<file path="src/rtl/barrel_shift_pkg.sv">
// Shared types and constants for the multi-pass barrel shift sequencer.
package barrel_shift_pkg;

  localparam int unsigned WIDTH    = 8;
  localparam int unsigned AMT_W    = 5;
  localparam int unsigned STEP_MAX = 7;
  localparam int unsigned PASS_W   = 3;
  localparam int unsigned SEL_W    = 3;

  localparam logic MODE_LOGIC = 1'b0;
  localparam logic MODE_ROT   = 1'b1;

  typedef enum logic [1:0] {
    IDLE  = 2'd0,
    SHIFT = 2'd1,
    DONE  = 2'd2
  } state_t;

  // Number of passes needed to consume a full shift amount.
  function automatic logic [PASS_W-1:0] ceil_passes(input logic [AMT_W-1:0] amt);
    int unsigned tmp;
    tmp = 32'(amt);
    return PASS_W'((tmp + STEP_MAX - 1) / STEP_MAX);
  endfunction

endpackage

</file>
<file path="src/rtl/barrel_shift_seq_stage.sv">
// Single-cycle right shift / rotate by 0..7 built from 1-, 2- and 4-position mux layers.
module shift_stage
  import barrel_shift_pkg::*;
(
  input  logic [WIDTH-1:0] data,
  input  logic [SEL_W-1:0] sel,
  input  logic             mode,
  output logic [WIDTH-1:0] result
);

  logic rot;
  logic [WIDTH-1:0] l1;
  logic [WIDTH-1:0] l2;
  logic [WIDTH-1:0] l4;

  assign rot = (mode == MODE_ROT);

  always_comb begin
    l1 = data;
    if (sel[0]) l1 = rot ? {data[0], data[WIDTH-1:1]} : {1'b0, data[WIDTH-1:1]};
    l2 = l1;
    if (sel[1]) l2 = rot ? {l1[1:0], l1[WIDTH-1:2]} : {2'b00, l1[WIDTH-1:2]};
    l4 = l2;
    if (sel[2]) l4 = rot ? {l2[3:0], l2[WIDTH-1:4]} : {4'b0000, l2[WIDTH-1:4]};
  end

  assign result = l4;

endmodule

</file>
<file path="src/rtl/barrel_shift_seq.sv">
// Multi-pass sequencer: applies the 0..7 shift stage repeatedly until the
// requested amount is consumed, then presents the result on a valid/ready port.
module barrel_shift_seq
  import barrel_shift_pkg::*;
(
  input  logic              clk,
  input  logic              rst_n,
  input  logic              req_valid,
  output logic              req_ready,
  input  logic [WIDTH-1:0]  req_data,
  input  logic [AMT_W-1:0]  req_amt,
  input  logic              req_mode,
  output logic              resp_valid,
  input  logic              resp_ready,
  output logic [WIDTH-1:0]  resp_data,
  output logic [PASS_W-1:0] resp_passes,
  output logic              busy
);

  state_t            state, state_nxt;
  logic [WIDTH-1:0]  data_r, data_nxt;
  logic [AMT_W-1:0]  rem, rem_nxt;
  logic              mode_r, mode_nxt;
  logic [PASS_W-1:0] passes, passes_nxt;
  logic [SEL_W-1:0]  step;
  logic [WIDTH-1:0]  stage_out;

  // Never step past the remaining amount, so rem cannot underflow.
  assign step = (rem > AMT_W'(STEP_MAX)) ? SEL_W'(STEP_MAX) : rem[SEL_W-1:0];

  shift_stage u_stage (
    .data   (data_r),
    .sel    (step),
    .mode   (mode_r),
    .result (stage_out)
  );

  always_comb begin
    state_nxt  = state;
    data_nxt   = data_r;
    rem_nxt    = rem;
    mode_nxt   = mode_r;
    passes_nxt = passes;
    case (state)
      IDLE: begin
        if (req_valid && req_ready) begin
          data_nxt   = req_data;
          rem_nxt    = req_amt;
          mode_nxt   = req_mode;
          passes_nxt = '0;
          state_nxt  = (req_amt != '0) ? SHIFT : DONE;
        end
      end
      SHIFT: begin
        data_nxt   = stage_out;
        rem_nxt    = rem - AMT_W'(step);
        passes_nxt = passes + PASS_W'(1);
        if (rem <= AMT_W'(STEP_MAX)) state_nxt = DONE;
      end
      DONE: begin
        if (resp_ready) state_nxt = IDLE;
      end
      default: state_nxt = IDLE;
    endcase
  end

  // Handshake outputs are registered from the next state so they line up with it.
  always_ff @(posedge clk) begin
    if (!rst_n) begin
      state       <= IDLE;
      data_r      <= '0;
      rem         <= '0;
      mode_r      <= 1'b0;
      passes      <= '0;
      req_ready   <= 1'b1;
      resp_valid  <= 1'b0;
      resp_data   <= '0;
      resp_passes <= '0;
      busy        <= 1'b0;
    end else begin
      state      <= state_nxt;
      data_r     <= data_nxt;
      rem        <= rem_nxt;
      mode_r     <= mode_nxt;
      passes     <= passes_nxt;
      req_ready  <= (state_nxt == IDLE);
      resp_valid <= (state_nxt == DONE);
      busy       <= (state_nxt != IDLE);
      if (state_nxt == DONE) begin
        resp_data   <= data_nxt;
        resp_passes <= passes_nxt;
      end
    end
  end

endmodule

</file>
<file path="config.mk">
export PLATFORM = sky130hd
export DESIGN_NAME = barrel_shift_seq
export DESIGN_NICKNAME = d
export VERILOG_FILES = /design/src/rtl/barrel_shift_pkg.sv /design/src/rtl/barrel_shift_seq_stage.sv /design/src/rtl/barrel_shift_seq.sv
export SDC_FILE = /design/constraint.sdc
export NUM_CORES = 1
export LEC_CHECK = 0
export BUFFER_PORTS_ARGS = -buffer_cell sky130_fd_sc_hd__buf_2
export CORE_AREA = 2 2 90 92
export CTS_CLUSTER_DIAMETER = 120
export DETAILED_ROUTE_END_ITERATION = 8
export DIE_AREA = 0 0 92 94
export PLACE_DENSITY_LB_ADDON = 0.1
export SYNTH_ARGS = -nofsm -noshare
export SYNTH_HDL_FRONTEND = slang
export SYNTH_SLANG_ARGS = --single-unit
</file>
<file path="constraint.sdc">
create_clock -name clk -period 4.5 [get_ports clk]
set_input_delay 1.35 -clock clk [delete_from_list [all_inputs] [get_ports clk]]
set_output_delay 1.35 -clock clk [all_outputs]
set_load 0.005 [all_outputs]
</file>
### After elaboration in Yosys (flattened, before gate mapping)

Cells that the tools add are included.

* bits of input ports: 18
* logic and storage cells: 44
* flip-flop bits (word level): 33
* output and inout port bits: 14

* add/sub/neg operators: 2
* $lt $le $gt $ge: 2
* multiplexer cells: 18
* reductions and logical operators: 8
* equality and inequality tests: 4

Operators by type and width (number)
* $mux 8: 7
* $pmux 8 s2: 1
* $pmux 5 s2: 1
* $mux 2: 4
* $mux 3: 2
* $pmux 2 s3: 1
* $pmux 3 s2: 1
* $gt 5x3->1 const B: 1
* $le 5x3->1 const B: 1
* $mux 5: 1
* $reduce_bool 5->1: 1
* $sub 5x3->5: 1
* $eq 2x2->1 const B: 2
* $logic_not 2->1: 2
* $reduce_and 2->1: 2
* $reduce_bool 2->1: 2
* $add 3x1->3 const B: 1
* $eq 2x1->1 const B: 1
* $ne 2x2->1 const B: 1
* $logic_and 1x1->1: 1

### Depth between registers and ports, before layout

* depth in word-level cells: 8
* mapped depth: 8
* mapped depth without buffers: 7

### Cells and area by module

From an unflattened synthesis, not the netlist that was laid out.

* cells, all modules: 203
* area, all modules: 1940.6 µm²

Modules (own cells, without submodules)
* barrel_shift_seq: seq. area each 660.6 µm², area an instance 1627.8 µm², cells each 166, times used 1
* shift_stage: seq. area each 0.0 µm², area an instance 312.8 µm², cells each 37, times used 1

### Least setup slack after synthesis

No wires, ideal clock.

* path type: in2reg
* start: in req_amt[1]
* end: reg resp_passes[1]
* path buffers: 1
* library setup time: 0.116 ns
* slack: 1.731 ns
* arrival: 2.652 ns
* required time: 4.384 ns
* stages on the path: 6
* cells stage by stage: or4_4 > nor4_4 > a211o_2 > buf_4 > nand2_1 > o211a_1

* word-level cells in the longest chain between the ends: 5

RTL lines
* from (decl): line barrel_shift_seq.sv:11 `input logic [AMT_W-1:0] req_amt,`
* $reduce_bool 5->1: line barrel_shift_seq.sv:51 `state_nxt = (req_amt != '0) ? SHIFT : DONE;`
* $mux 2: line barrel_shift_seq.sv:51
* $mux 2: line barrel_shift_seq.sv:46 `if (req_valid && req_ready) begin`
* $pmux 2 s3: line barrel_shift_seq.sv:44 `case (state)`
* $eq 2x2->1: line barrel_shift_seq.sv:89 `if (state_nxt == DONE) begin`
* to (signal assigned): line barrel_shift_seq.sv:91 `resp_passes <= passes_nxt;`
* to (decl): line barrel_shift_seq.sv:16 `output logic [PASS_W-1:0] resp_passes,`

Every way passes these cells.
A chain may end at the register's enable or synchronous reset.

### Worst setup path after layout

* start: in req_amt[1]
* end: reg resp_data[7]

* word-level cells in the longest chain between the ends: 5

RTL lines
* $reduce_bool 5->1: line barrel_shift_seq.sv:51
* $mux 2: line barrel_shift_seq.sv:51
* $mux 2: line barrel_shift_seq.sv:46
* $pmux 2 s3: line barrel_shift_seq.sv:44
* $eq 2x2->1: line barrel_shift_seq.sv:89
* to (signal assigned): line barrel_shift_seq.sv:90 `resp_data <= data_nxt;`
* to (decl): line barrel_shift_seq.sv:15 `output logic [WIDTH-1:0] resp_data,`

Every way passes these cells.

==> run metrics <==
Vias=1768; drt first pass iters=4; Buf+Inv Stages, Crit Path=1; Synth area leader=dfxtp_1; Final Hold Viols=0; Slew headroom=39.5%; Hold Crit Class=reg -> reg; gr usage total=13.9%; Final setup viols=0; CTS Hold Bufs=0; max-slew violations=0; Mapped Cells=231; FF+latch count, synth=33; pwr/cell area=467 mW/mm²; part of the power in combinational logic=33.1%; Cell Count, Final, Fillers Out=355; number of synthesized flops with an enable pin=0; Core Util, Final=29.6%; Critical Path End Type=flip-flop; wire length per cell=15.9 µm; WP data required=4.69 ns; Final Cycle Share=60.7%; Hold Path Depth=2; I/O pin count=32; DRC Markers=0; first-pass GRT wire length=9340 µm; Syn Nets=251; DP Wirelength=4160 µm; hold path startpoint=resp_data[1]; crit-path max FO=10; Synth warnings=0; WHS Endpoint=resp_data[1]; Sw Share=37.6%; Area Overhead vs Synth=16.5%; leakage=0.935 nW; clock skew=0.00527 ns; Initial Util=25.4%; most common cell after layout, fill and taps aside=dfxtp_1; Reg clk slew, reported paths=0.08 ns; Max VDD drop=0.188 mV; Peak Freq=366 MHz; vias in the first global route=1742; sequential fraction of the synthesis area=34.2%; post-synth cell types=47; Clock Power Share=27.5%; top cells by area, synth=dfxtp_1 34%, nor2b_1 5.5%, a211oi_1 5.4%; setup bufs post-CTS=0; clock sinks=33; Top delay family on crit path=simple AND/OR/NAND/NOR gates; Die ar.=0.00865 mm²; Crit-path slowest cell=or4_4; Final nets=272; # rows=32; setup TNS=0 ns; clk buf depth=2; Yosys top cell area share=34.2%; RSZ-0062 raised after global routing=no; Die X-Extent=92 µm; P_sw=0.395 mW; Die Y=94 µm; RR Startpoint=state[0]; Post-Syn Area per Cell=8.36 µm²; Setup crit start kind=primary input; crit-path cells=buf_2, or4_4, nor4_4, o311ai_4, a222oi_1; DR vias/cell=4.98; ANT cells=0; PostCTS Resize Cnt=0; CTS tree=done; Worst R2R Setup Slack=2.20 ns; Routed WL=5640 µm; CP max stage delay=0.55 ns; reg2reg path depth=5; initial antenna violation count=0; largest net degree at the start of global routing=31; Sequential Power Share=39.4%; Num CTS Buffers=5; layout cells sized above 1=20.6%; Mapped Area=0.00193 mm²; number of port buffers=31; Tmin final=2.73 ns; Async SR Flop Fraction=0%; most frequent cells in the layout=33 x dfxtp_1, 31 x buf_2, 21 x nand2_1; Pint=0.656 mW; H-tree depth=2; Initial DRC Count=151; clk_lat worst skew=0.29 ns; CP arrival=2.92 ns; RePlAce Congestion=0.827; Placed Cells=347; Core Box Area=0.00761 mm²; Reg-to-Reg End=resp_data[4]; total global routing overflow=0; Worst Path Class, Setup=in -> reg; post-route ant nets=0; Slew @ Worst Pin=0.906 ns; outcome=finished, final reports clean; Main synth FF type=dfxtp_1; CTS Root Cell=clkbuf_8; max-cap viol count=0
[cell type report]
type / count / area (µm²)
fill: 876 / 5360
multi-input combinational: 175 / 1160
sequential: 33 / 661
timing repair buffer: 32 / 163
tap: 102 / 128
clock buffer: 5 / 68.8
clock inverter: 3 / 46.3
inverter: 5 / 18.8
[routing by layer]
metal	track usage, %	vias up	wire (µm)
met3	2.65	4	259
met4	5.10	0	56
li1	-	888	-
met5	0	-	0
met2	22.1	44	2690
met1	18.7	832	2640
[stage by stage]
stage	total power, mW	setup WS [ns]	hold slack (ns)	area, µm²
after floorplan	0.662	1.73	0.454	1930
after global placement	0.779	1.49	0.462	2130
after detailed placement	0.769	1.45	0.451	2130
after CTS	1.07	1.76	0.466	2250
after global routing	1.13	1.68	0.483	2250
final	1.05	1.77	0.462	2250
[tightest hold or removal path, delay by kind of cell, from the launching register on]
family | cells | cell delay, ns
flops | 1 | 0.32
simple gates | 1 | 0.05
compound gates | 1 | 0.05
[cell usage after synthesis, types with 3 or more instances]
cell      count
nand3_1       5
o211a_1       3
dfxtp_1      33
or3_1         3
and3_1        3
nand2b_1      4
nand3b_1      4
o21a_1        3
a22oi_1       9
mux2i_1       6
clkbuf_1      5
nand2_1      21
a21boi_0      3
nor3_1       11
nor2_1       15
a22o_1        5
a211oi_1     14
buf_2         9
inv_1         5
or2_2         4
nor2b_1      17
a21oi_1      11
o21ai_0       5
[cell families (layout without fill, tap and decap cells)]
kind of cell | after synthesis | count (layout) | share of synthesized area, %
muxes | 8 | 8 | 4.27
buffers and inverters | 23 | 45 | 5.50
adders and majority gates | 2 | 2 | 1.30
DFF | 33 | 33 | 34.2
xor gates and xnor gates | 2 | 2 | 0.907
AOI/OAI and AO/OA | 65 | 65 | 25.5
and+or+nand+nor | 98 | 98 | 28.3
[how the worst max path moves through the flow]
stage                          start  cells after the start              to
after floorplan           req_amt[1]                      6  resp_passes[1]
after global placement    req_amt[1]                      6  resp_passes[2]
after detailed placement  req_amt[1]                      5    resp_data[7]
after CTS                 req_amt[1]                      5    resp_data[7]
after global routing      req_amt[1]                      6  resp_passes[0]
final                     req_amt[1]                      5    resp_data[7]
[sequential cells by signal, indices dropped and copies added, names as in the netlist]
signal       flops
rem              5
resp_passes      3
busy             1
mode_r           1
data_r           8
passes           3
resp_data        8
resp_valid       1
state            2
req_ready        1
[power by group through the flow]
stage	combinational, mW	sequential, mW	clock (mW)
5_1_grt	0.391	0.425	0.313
4_1_cts	0.350	0.414	0.302
2_1_floorplan	0.283	0.379	0
3_5_place_dp	0.348	0.421	0
3_3_place_gp	0.355	0.424	0
6_report	0.348	0.414	0.289
Note: power is estimated with default switching activity, not from simulation.
